### src/rtl/muldiv_issue_ctrl_pkg.sv
// Shared types and constants for the E-stage HI/LO multiply-divide issuer.
package muldiv_issue_ctrl_pkg;

  typedef enum logic [3:0] {
    MD_NONE  = 4'd0,
    MD_MULT  = 4'd1,
    MD_MULTU = 4'd2,
    MD_DIV   = 4'd3,
    MD_DIVU  = 4'd4,
    MD_MTHI  = 4'd5,
    MD_MTLO  = 4'd6,
    MD_MFHI  = 4'd7,
    MD_MFLO  = 4'd8
  } md_op_e;

  typedef enum logic {ST_IDLE = 1'b0, ST_RUN = 1'b1} md_state_e;

  localparam logic [2:0] MULDIV_SELECT_LO = 3'd0;
  localparam logic [2:0] MULDIV_SELECT_HI = 3'd1;
  localparam logic [2:0] MULDIV_DO_MUL    = 3'd2;
  localparam logic [2:0] MULDIV_DO_MULU   = 3'd3;
  localparam logic [2:0] MULDIV_DO_DIV    = 3'd4;
  localparam logic [2:0] MULDIV_DO_DIVU   = 3'd5;

  localparam int MUL_LAT_DEF = 5;
  localparam int DIV_LAT_DEF = 10;

  function automatic logic is_start_op(md_op_e op);
    return (op == MD_MULT) || (op == MD_MULTU) || (op == MD_DIV) || (op == MD_DIVU);
  endfunction

  function automatic logic is_div_op(md_op_e op);
    return (op == MD_DIV) || (op == MD_DIVU);
  endfunction

endpackage

### src/rtl/muldiv_issue_ctrl_if.sv
// E-stage / multiply-divide unit signal bundle; slave is the issuer side.
interface muldiv_issue_ctrl_if;
  logic                           req;
  logic                           e_valid;
  muldiv_issue_ctrl_pkg::md_op_e  e_op;
  logic [31:0]                    e_rs;
  logic [31:0]                    e_rt;
  logic                           md_busy;
  logic [31:0]                    md_c;
  logic                           md_start;
  logic                           md_we;
  logic [2:0]                     md_sel;
  logic [31:0]                    md_a;
  logic [31:0]                    md_b;
  logic                           stall;
  logic [31:0]                    e_result;
  logic                           proto_err;
  logic [31:0]                    stall_cnt;

  modport master (
    output req, e_valid, e_op, e_rs, e_rt, md_busy, md_c,
    input  md_start, md_we, md_sel, md_a, md_b, stall, e_result, proto_err, stall_cnt
  );

  modport slave (
    input  req, e_valid, e_op, e_rs, e_rt, md_busy, md_c,
    output md_start, md_we, md_sel, md_a, md_b, stall, e_result, proto_err, stall_cnt
  );
endinterface

### src/rtl/muldiv_issue_ctrl_shadow_counter.sv
// Shadow latency counter: mirrors the unit's busy window and flags any disagreement.
module md_shadow_counter
  import muldiv_issue_ctrl_pkg::*;
#(
  parameter int MUL_LAT = MUL_LAT_DEF,
  parameter int DIV_LAT = DIV_LAT_DEF,
  parameter int CNT_W   = 4
) (
  input  logic clk,
  input  logic rst_n,
  input  logic start_i,
  input  logic is_div_i,
  input  logic busy_i,
  output logic run_o,
  output logic proto_err_o
);

  localparam logic [CNT_W-1:0] MUL_LD = CNT_W'(MUL_LAT);
  localparam logic [CNT_W-1:0] DIV_LD = CNT_W'(DIV_LAT);

  md_state_e        state_q, state_d;
  logic [CNT_W-1:0] cnt_q, cnt_d;
  logic             perr_q, perr_d;

  always_ff @(posedge clk or negedge rst_n) begin
    if (!rst_n) begin
      state_q <= ST_IDLE;
      cnt_q   <= '0;
      perr_q  <= 1'b0;
    end else begin
      state_q <= state_d;
      cnt_q   <= cnt_d;
      perr_q  <= perr_d;
    end
  end

  always_comb begin
    state_d = state_q;
    cnt_d   = cnt_q;
    if (start_i) begin
      state_d = ST_RUN;
      cnt_d   = is_div_i ? DIV_LD : MUL_LD;
    end else if (state_q == ST_RUN) begin
      cnt_d = cnt_q - 1'b1;
      if (cnt_q == CNT_W'(1)) state_d = ST_IDLE;
    end
    // Unit must be busy exactly while we believe an op is in flight.
    perr_d = perr_q | ((state_q == ST_RUN) != busy_i);
  end

  always_comb begin
    run_o       = (state_q == ST_RUN);
    proto_err_o = perr_q;
  end

endmodule

### src/rtl/muldiv_issue_ctrl.sv
// E-stage issuer: decodes md ops, drives the HI/LO unit, stalls while it is busy.
module muldiv_issue_ctrl
  import muldiv_issue_ctrl_pkg::*;
#(
  parameter int MUL_LAT = MUL_LAT_DEF,
  parameter int DIV_LAT = DIV_LAT_DEF,
  parameter int CNT_W   = 4   // 2**CNT_W must exceed max(MUL_LAT, DIV_LAT)
) (
  input  logic               clk,
  input  logic               rst_n,
  muldiv_issue_ctrl_if.slave bus
);

  logic        md_class, run, stall, go;
  logic        start, we;
  logic [2:0]  sel;
  logic [31:0] result;
  logic        perr;
  logic [31:0] stall_cnt_q, stall_cnt_d;

  always_comb begin
    md_class = bus.e_valid && (bus.e_op != MD_NONE);
    // A flushed instruction never waits; everything else waits out the in-flight op.
    stall    = md_class && run && !bus.req;
    go       = md_class && !bus.req && !stall;
    start    = go && is_start_op(bus.e_op);
    we       = go && ((bus.e_op == MD_MTHI) || (bus.e_op == MD_MTLO));
    case (bus.e_op)
      MD_MULT:          sel = MULDIV_DO_MUL;
      MD_MULTU:         sel = MULDIV_DO_MULU;
      MD_DIV:           sel = MULDIV_DO_DIV;
      MD_DIVU:          sel = MULDIV_DO_DIVU;
      MD_MTHI, MD_MFHI: sel = MULDIV_SELECT_HI;
      default:          sel = MULDIV_SELECT_LO;
    endcase
    result = (go && ((bus.e_op == MD_MFHI) || (bus.e_op == MD_MFLO))) ? bus.md_c : '0;
    stall_cnt_d = (stall && (stall_cnt_q != '1)) ? stall_cnt_q + 32'd1 : stall_cnt_q;
  end

  always_ff @(posedge clk or negedge rst_n) begin
    if (!rst_n) stall_cnt_q <= '0;
    else        stall_cnt_q <= stall_cnt_d;
  end

  md_shadow_counter #(
    .MUL_LAT (MUL_LAT),
    .DIV_LAT (DIV_LAT),
    .CNT_W   (CNT_W)
  ) u_shadow (
    .clk         (clk),
    .rst_n       (rst_n),
    .start_i     (start),
    .is_div_i    (is_div_op(bus.e_op)),
    .busy_i      (bus.md_busy),
    .run_o       (run),
    .proto_err_o (perr)
  );

  assign bus.md_start  = start;
  assign bus.md_we     = we;
  assign bus.md_sel    = sel;
  assign bus.md_a      = bus.e_rs;
  assign bus.md_b      = bus.e_rt;
  assign bus.stall     = stall;
  assign bus.e_result  = result;
  assign bus.proto_err = perr;
  assign bus.stall_cnt = stall_cnt_q;

endmodule

### src/flat_wrapper.sv
// flat-port wrapper written by rule: the top's interface ports become plain ports
module muldiv_issue_ctrl_flat import muldiv_issue_ctrl_pkg::*;
#(
  parameter int MUL_LAT = MUL_LAT_DEF,
  parameter int DIV_LAT = DIV_LAT_DEF,
  parameter int CNT_W   = 4                                                
)
  (clk, rst_n, bus_req, bus_e_valid, bus_e_op, bus_e_rs, bus_e_rt, bus_md_busy, bus_md_c, bus_md_start, bus_md_we, bus_md_sel, bus_md_a, bus_md_b, bus_stall, bus_e_result, bus_proto_err, bus_stall_cnt);
  muldiv_issue_ctrl_if bus_i ();
  input  logic clk;
  input  logic rst_n;
  input wire logic [$bits(bus_i.req)-1:0] bus_req;
  input wire logic [$bits(bus_i.e_valid)-1:0] bus_e_valid;
  input wire logic [$bits(bus_i.e_op)-1:0] bus_e_op;
  input wire logic [$bits(bus_i.e_rs)-1:0] bus_e_rs;
  input wire logic [$bits(bus_i.e_rt)-1:0] bus_e_rt;
  input wire logic [$bits(bus_i.md_busy)-1:0] bus_md_busy;
  input wire logic [$bits(bus_i.md_c)-1:0] bus_md_c;
  output wire logic [$bits(bus_i.md_start)-1:0] bus_md_start;
  output wire logic [$bits(bus_i.md_we)-1:0] bus_md_we;
  output wire logic [$bits(bus_i.md_sel)-1:0] bus_md_sel;
  output wire logic [$bits(bus_i.md_a)-1:0] bus_md_a;
  output wire logic [$bits(bus_i.md_b)-1:0] bus_md_b;
  output wire logic [$bits(bus_i.stall)-1:0] bus_stall;
  output wire logic [$bits(bus_i.e_result)-1:0] bus_e_result;
  output wire logic [$bits(bus_i.proto_err)-1:0] bus_proto_err;
  output wire logic [$bits(bus_i.stall_cnt)-1:0] bus_stall_cnt;
  assign bus_i.req = bus_req;
  assign bus_i.e_valid = bus_e_valid;
  assign bus_i.e_op = bus_e_op;
  assign bus_i.e_rs = bus_e_rs;
  assign bus_i.e_rt = bus_e_rt;
  assign bus_i.md_busy = bus_md_busy;
  assign bus_i.md_c = bus_md_c;
  assign bus_md_start = bus_i.md_start;
  assign bus_md_we = bus_i.md_we;
  assign bus_md_sel = bus_i.md_sel;
  assign bus_md_a = bus_i.md_a;
  assign bus_md_b = bus_i.md_b;
  assign bus_stall = bus_i.stall;
  assign bus_e_result = bus_i.e_result;
  assign bus_proto_err = bus_i.proto_err;
  assign bus_stall_cnt = bus_i.stall_cnt;
  muldiv_issue_ctrl #(.MUL_LAT(MUL_LAT), .DIV_LAT(DIV_LAT), .CNT_W(CNT_W)) u_core (.clk(clk), .rst_n(rst_n), .bus(bus_i));
endmodule
### config.mk
export PLATFORM = sky130hd
export DESIGN_NAME = muldiv_issue_ctrl_flat
export DESIGN_NICKNAME = d
export VERILOG_FILES = /design/src/rtl/muldiv_issue_ctrl_pkg.sv /design/src/rtl/muldiv_issue_ctrl_if.sv /design/src/rtl/muldiv_issue_ctrl_shadow_counter.sv /design/src/rtl/muldiv_issue_ctrl.sv /design/src/flat_wrapper.sv
export SDC_FILE = /design/constraint.sdc
export NUM_CORES = 1
export LEC_CHECK = 0
export ABC_AREA = 0
export BUFFER_PORTS_ARGS = -buffer_cell sky130_fd_sc_hd__buf_4
export CORE_AREA = 2 2 93 95
export DETAILED_ROUTE_END_ITERATION = 8
export DIE_AREA = 0 0 95 97
export PLACE_DENSITY = 0.78
export RECOVER_POWER = 25
export SLEW_MARGIN = 15
export SYNTH_ARGS = -nofsm -noshare
export SYNTH_HDL_FRONTEND = slang
export SYNTH_SLANG_ARGS = --single-unit
### constraint.sdc
create_clock -name clk -period 4.18 [get_ports clk]
set_clock_uncertainty 0.15 [all_clocks]
set_input_delay 0.836 -clock clk [delete_from_list [all_inputs] [get_ports clk]]
set_output_delay 0.836 -clock clk [all_outputs]
set_load 0.1 [all_outputs]
======== After elaboration in Yosys (flattened, before gate mapping) ========
Index checks and enable logic that the tools add are counted.
Widths: inputs -> output; s select.
storage, ports and cells
  flip-flop bits (word level) ............. 38
  bits of input ports ..................... 105
  output and inout port bits .............. 135
  logic and storage cells ................. 46
cells by class
  add/sub/neg operators ................... 2
  eq/ne operators ......................... 11
  mux-type cells .......................... 8
  bitwise operators ....................... 1
  reduce and logical (&&, ||, !) cells .... 20
operator list
  operator               number
  $add 32x1->32 const B  1
  $mux 32                1
  $ne 32x32->1 const B   1
  $eq 4x3->1 const B     4
  $pmux 3 s5             1
  $mux 4                 3
  $logic_and 1x1->1      9
  $eq 4x1->1 const B     2
  $eq 4x2->1 const B     2
  $logic_or 1x1->1       6
  $eq 4x4->1 const B     1
  $reduce_bool 4->1      1
  $sub 4x1->4 const B    1
  $mux 1                 3
  $logic_not 1->1        2
  $reduce_bool 2->1      1
  $reduce_or 2->1        1
  $ne 1x1->1             1
  $or 1x1->1             1

======== Logic depth before layout (Yosys ltp) ========
  depth in word-level cells ............... 8
  depth in mapped cells ................... 6
  gate-level depth less buffers ........... 6

======== Hierarchy ========
From an unflattened synthesis, not the netlist that was laid out.
second synthesis, totals
  cell total of the unflattened synthesis .. 298
  area, all modules ....................... 2782.7 µm²
modules (own cells, without submodules)
  module             instances  cells each  area each (µm²)  sequential area each (µm²)
  muldiv_issue_ctrl  1          270         2461.1           800.8
  md_shadow_counter  1          28          321.6            150.1

======== Worst setup path before layout ========
No wires, ideal clock.
  path kind ............................... input to output
  start point ............................. in bus_e_op[2]
  end point ............................... out bus_md_we
  arrival time ............................ 4.692 ns
  data required time ...................... 3.194 ns
  path slack .............................. -1.498 ns
  stages .................................. 5
  path buffers ............................ 1
  cell sequence ........................... clkbuf_1 -> nor4_1 -> or3b_2 -> nor2_1 -> nor4bb_1
on the way
  cells in the longest elaborated chain, start to end .. 7
  elaborated cells on any way between the ends .. 11
ends and longest elaborated chain
  what                             line                     source
  start: declaration               flat_wrapper.sv:14       input wire logic [$bits(bus_i.e_op)-1:0] bus_e_op;
  $reduce_bool 4->1                muldiv_issue_ctrl.sv:22  md_class = bus.e_valid && (bus.e_op != MD_NONE);
  $logic_and 1x1->1                muldiv_issue_ctrl.sv:22
  $logic_and 1x1->1 (2 in series)  muldiv_issue_ctrl.sv:24  stall = md_class && run && !bus.req;
  $logic_not 1->1                  muldiv_issue_ctrl.sv:25  go = md_class && !bus.req && !stall;
  $logic_and 1x1->1                muldiv_issue_ctrl.sv:25
  $logic_and 1x1->1 (*)            muldiv_issue_ctrl.sv:27  we = go && ((bus.e_op == MD_MTHI) || (bus.e_op == MD_MTLO));
  end: declaration                 flat_wrapper.sv:20       output wire logic [$bits(bus_i.md_we)-1:0] bus_md_we;
Every way passes the cells marked *; elsewhere a longest branch is shown, timed or not.

======== Worst setup path after layout ========
  start point ............................. in bus_e_op[1]
  end point ............................... out bus_e_result[2]
on the way
  cells in the longest elaborated chain, start to end .. 8
  elaborated cells on any way between the ends .. 12
ends and longest elaborated chain
  what                             line                     source
  $reduce_bool 4->1                muldiv_issue_ctrl.sv:22
  $logic_and 1x1->1                muldiv_issue_ctrl.sv:22
  $logic_and 1x1->1 (2 in series)  muldiv_issue_ctrl.sv:24
  $logic_not 1->1                  muldiv_issue_ctrl.sv:25
  $logic_and 1x1->1                muldiv_issue_ctrl.sv:25
  $logic_and 1x1->1 (*)            muldiv_issue_ctrl.sv:36  result = (go && ((bus.e_op == MD_MFHI) || (bus.e_op == MD_MFLO))) ? bus.md_c : '0;
  $mux 32 (*)                      muldiv_issue_ctrl.sv:36
  end: declaration                 flat_wrapper.sv:25       output wire logic [$bits(bus_i.e_result)-1:0] bus_e_result;
Marks and branches as above.

==> summary.md <==
| Metric | Value |
|---|---|
| Outcome | `finished, violations left` |
| Failing checks | `max-capacitance violations, max-slew violations` |
| Hold buffers post-CTS | `0` |
| H-tree level count | `2` |
| Worst Hold End | `u_core.u_shadow.proto_err_o$_DFF_PN0_` |
| CP max FO | `32` |
| Via count | `2094` |
| Area growth syn-to-layout | `21.6%` |
| Overall power | `1.12 mW` |
| Initial DRT Pass Iterations | `4` |
| IO Port Bufs | `111` |
| RSZ-0062 raised after global routing | `no` |
| Slowest-stage cell, CP | `nor4_1` |
| Worst Setup Path Type | `in -> out` |
| Die Wd | `95 um` |
| Hold Path Depth | `1` |
| Antenna viol nets, final | `0` |
| Worst R2R Path Depth | `6` |
| Worst setup EP type | `primary output` |
| Slew at the pin with the worst max-slew slack | `2.01 ns` |
| Die ar. | `0.00922 mm^2` |
| Synth Net Count | `408` |
| Minimum hold slack | `0.333 ns` |
| Initial DRC count | `111` |
| Initial antenna violation count | `0` |
| Share of layout cells above drive strength 1 | `38.6%` |
| Seq cells post-synth | `38` |
| Synth top area share | `34.9%` |
| Initial core utilization | `33.5%` |
| Max-slew violation count | `39` |
| Yosys cell types | `43` |
| Startpoint types | `primary input` |
| Die Ht | `97 um` |
| CTS tree | `yes` |
| Maxcap violations | `1` |
| Critical Path RT | `3.19 ns` |
| Largest net degree at the start of global routing | `39` |
| Leak | `1.69 nW` |
| Rel. slew slack | `-34.1%` |
| Synth warn | `0` |
| Top FF cell, synth | `dfrtp_1` |
| EDFF count, synth | `0` |
| Fin Setup TNS | `0 ns` |
| Post-synth ARST share | `100%` |
| Reg2reg start | `u_core.bus.stall_cnt[0]$_DFFE_PN0P_` |
| # nets final | `457` |
| Clock Path Buffers | `2` |
| Largest stage delay, worst path | `0.66 ns` |
| TritonCTS Sinks | `38` |
| Internal reg-to-reg setup slack | `1.61 ns` |
| Clk_lat worst skew | `0.29 ns` |
| Fin crit share | `86.4%` |
| Dominant cells by area after synthesis | `dfrtp_1, buf_4, and2_1` |
| PwrDens | `339 mW/mm^2` |
| Total grt overflow | `0` |
| First-pass GRT wire length | `10.0 mm` |
| DP Wirelength | `5.15 mm` |
| Buf/Inv on CP | `3` |
| Crit path DAT | `2.62 ns` |
| Minimum clock period | `3.61 ns` |
| Number of fill cells | `811` |
| Final WL | `6.50 mm` |
| Sequential cell area | `951 um^2` |
| Fmax | `277 MHz` |
| # diodes | `0` |
| Num ports | `240` |
| FP Rows | `33` |
| Critical R2R Capture | `u_core.bus.stall_cnt[22]$_DFFE_PN0P_` |
| GP Congestion | `0.778` |
| Mapped Cells | `300` |
| Area occupied by multi-input gates | `0.00127 mm^2` |
| DRC | `0` |
| Cell accounting for the most synthesized area | `dfrtp_1` |
| Max VDD drop | `374 uV` |
| Core ar. | `0.00813 mm^2` |
| Gr usage total | `13.6%` |
| WL/cell | `14.3 um` |
| Crit-path cells | `buf_4 > nor4_1 > or3b_2 > nor3_2 > buf_4 > and2_1 > buf_4` |
| CTS Buf Count | `5` |
| Vias in the first global route | `1986` |
| Post-CTS sizing | `0` |
| Cell Area, Synth | `0.00272 mm^2` |
| Root Driver | `clkbuf_8` |
| Mean area per synthesized cell | `9.08 um^2` |
| Vias per std cell | `4.60` |
| Sequential fraction of the synthesis area | `34.9%` |
| Setup violators final | `0` |
| Most common cell in the synthesized netlist | `buf_4` |
| Hold Startpoint | `u_core.u_shadow.proto_err_o$_DFF_PN0_` |
| Synth top cells by count | `buf_4, dfrtp_1, and2_1, xor2_1, nand2_1` |
| Post-CTS Setup Bufs | `0` |
| Final hold viol count | `0` |
| Critical path's most frequent cell | `buf_4` |
| Crit path max-delay family | `simple AND/OR/NAND/NOR gates` |
| Min-delay worst type | `reg -> reg` |
| Worst-path clk slew | `0.07 ns` |
## logic make-up (layout without fill, tap and decap cells)
logic type	count (synthesis)	count (layout)	synth area share (%)
AOI/OAI and AO/OA	19	19	5.06
xor gates and xnor gates	33	33	10.6
adders and majority gates	3	3	1.38
buffers and inverters	77	127	19.7
DFF	38	38	34.9
muxes	2	2	0.965
and+or+nand+nor	128	128	27.3
## worst register-to-register path: cells and delay by family, from the launching register on
kind                       cells  cell delay [ns]
and+or+nand+nor                3             1.22
xor gates and xnor gates       1             0.16
AOI/OAI and AO/OA              1             0.31
adders and majority gates      1             0.23
DFF                            1             0.42
## layout make-up
type | instances | area share (%)
flip-flops and latches | 38 | 28.7
multi-input cells | 185 | 38.4
clock buffers | 7 | 2.61
repair buffers | 112 | 25.3
inverters | 7 | 0.794
clock inverters | 1 | 0.151
well taps | 105 | 3.97
## where the power goes
group | switching [mW] | leakage (nW) | total (mW) | internal, mW
sequential | 0.0611 | 0.487 | 0.470 | 0.409
clock | 0.121 | 0.0482 | 0.254 | 0.133
combinational | 0.272 | 1.15 | 0.399 | 0.127
total | 0.454 | 1.69 | 1.12 | 0.669
## worst max-delay path by stage
stage | depth (start not counted) | from | slack, ns | end
final | 7 | bus_e_op[1] | 0.57 | bus_e_result[2]
after floorplan | 4 | bus_e_op[2] | 0.14 | bus_md_start
after global routing | 7 | bus_e_op[1] | 0.43 | bus_e_result[2]
after detailed placement | 7 | bus_e_op[1] | 0.59 | bus_e_result[2]
after CTS | 7 | bus_e_op[1] | 0.58 | bus_e_result[2]
after global placement | 7 | bus_e_op[1] | 0.63 | bus_e_result[2]
## routing by layer
layer,vias to the layer above,global-route usage (%),part of all wire (%)
met5,-,0,0
met4,0,4.79,1.3
met3,10,2.73,4.5
met2,61,20.6,49
met1,988,19.2,46
li1,1035,-,-
## stage by stage
step | cell area, um^2 | instances | setup WS, ns | utilization (%)
finish | 3310 | 455 | 0.569 | 40.7
global placement | 3220 | 447 | 0.630 | 39.6
floorplan | 2760 | 300 | 0.142 | -
global route | 3310 | 455 | 0.427 | 40.7
CTS | 3310 | 455 | 0.582 | 40.7
detailed placement | 3220 | 447 | 0.592 | 39.6
## cells in the final DEF (no fill, tap or decap), drive strengths merged
cell,count
o211ai,1
nor4b,2
nand2b,1
dfrtp,38
a21o,1
inv,7
buf,111
o21ai,5
mux2,2
a31oi,1
nor3b,4
ha,3
xnor2,11
o21a,1
o31ai,1
or3,1
nand4,7
clkbuf,8
and3,2
and4,2
nor4,4
or2,1
a21oi,5
or4,1
nand3,9
xor2,22
nand3b,2
nor4bb,1
o22a,1
clkinv,1
nand2,17
or3b,2
nor2,15
nor3,18
and2,37
a211oi,3
nor2b,2
## registers in the layout (all words and copies together), names as in the netlist
name,flops
u_core.bus.stall_cnt,32
u_core.u_shadow.cnt_q,4
u_core.u_shadow.proto_err_o,1
u_core.u_shadow.run_o,1
(Power assumes the default switching activity.)
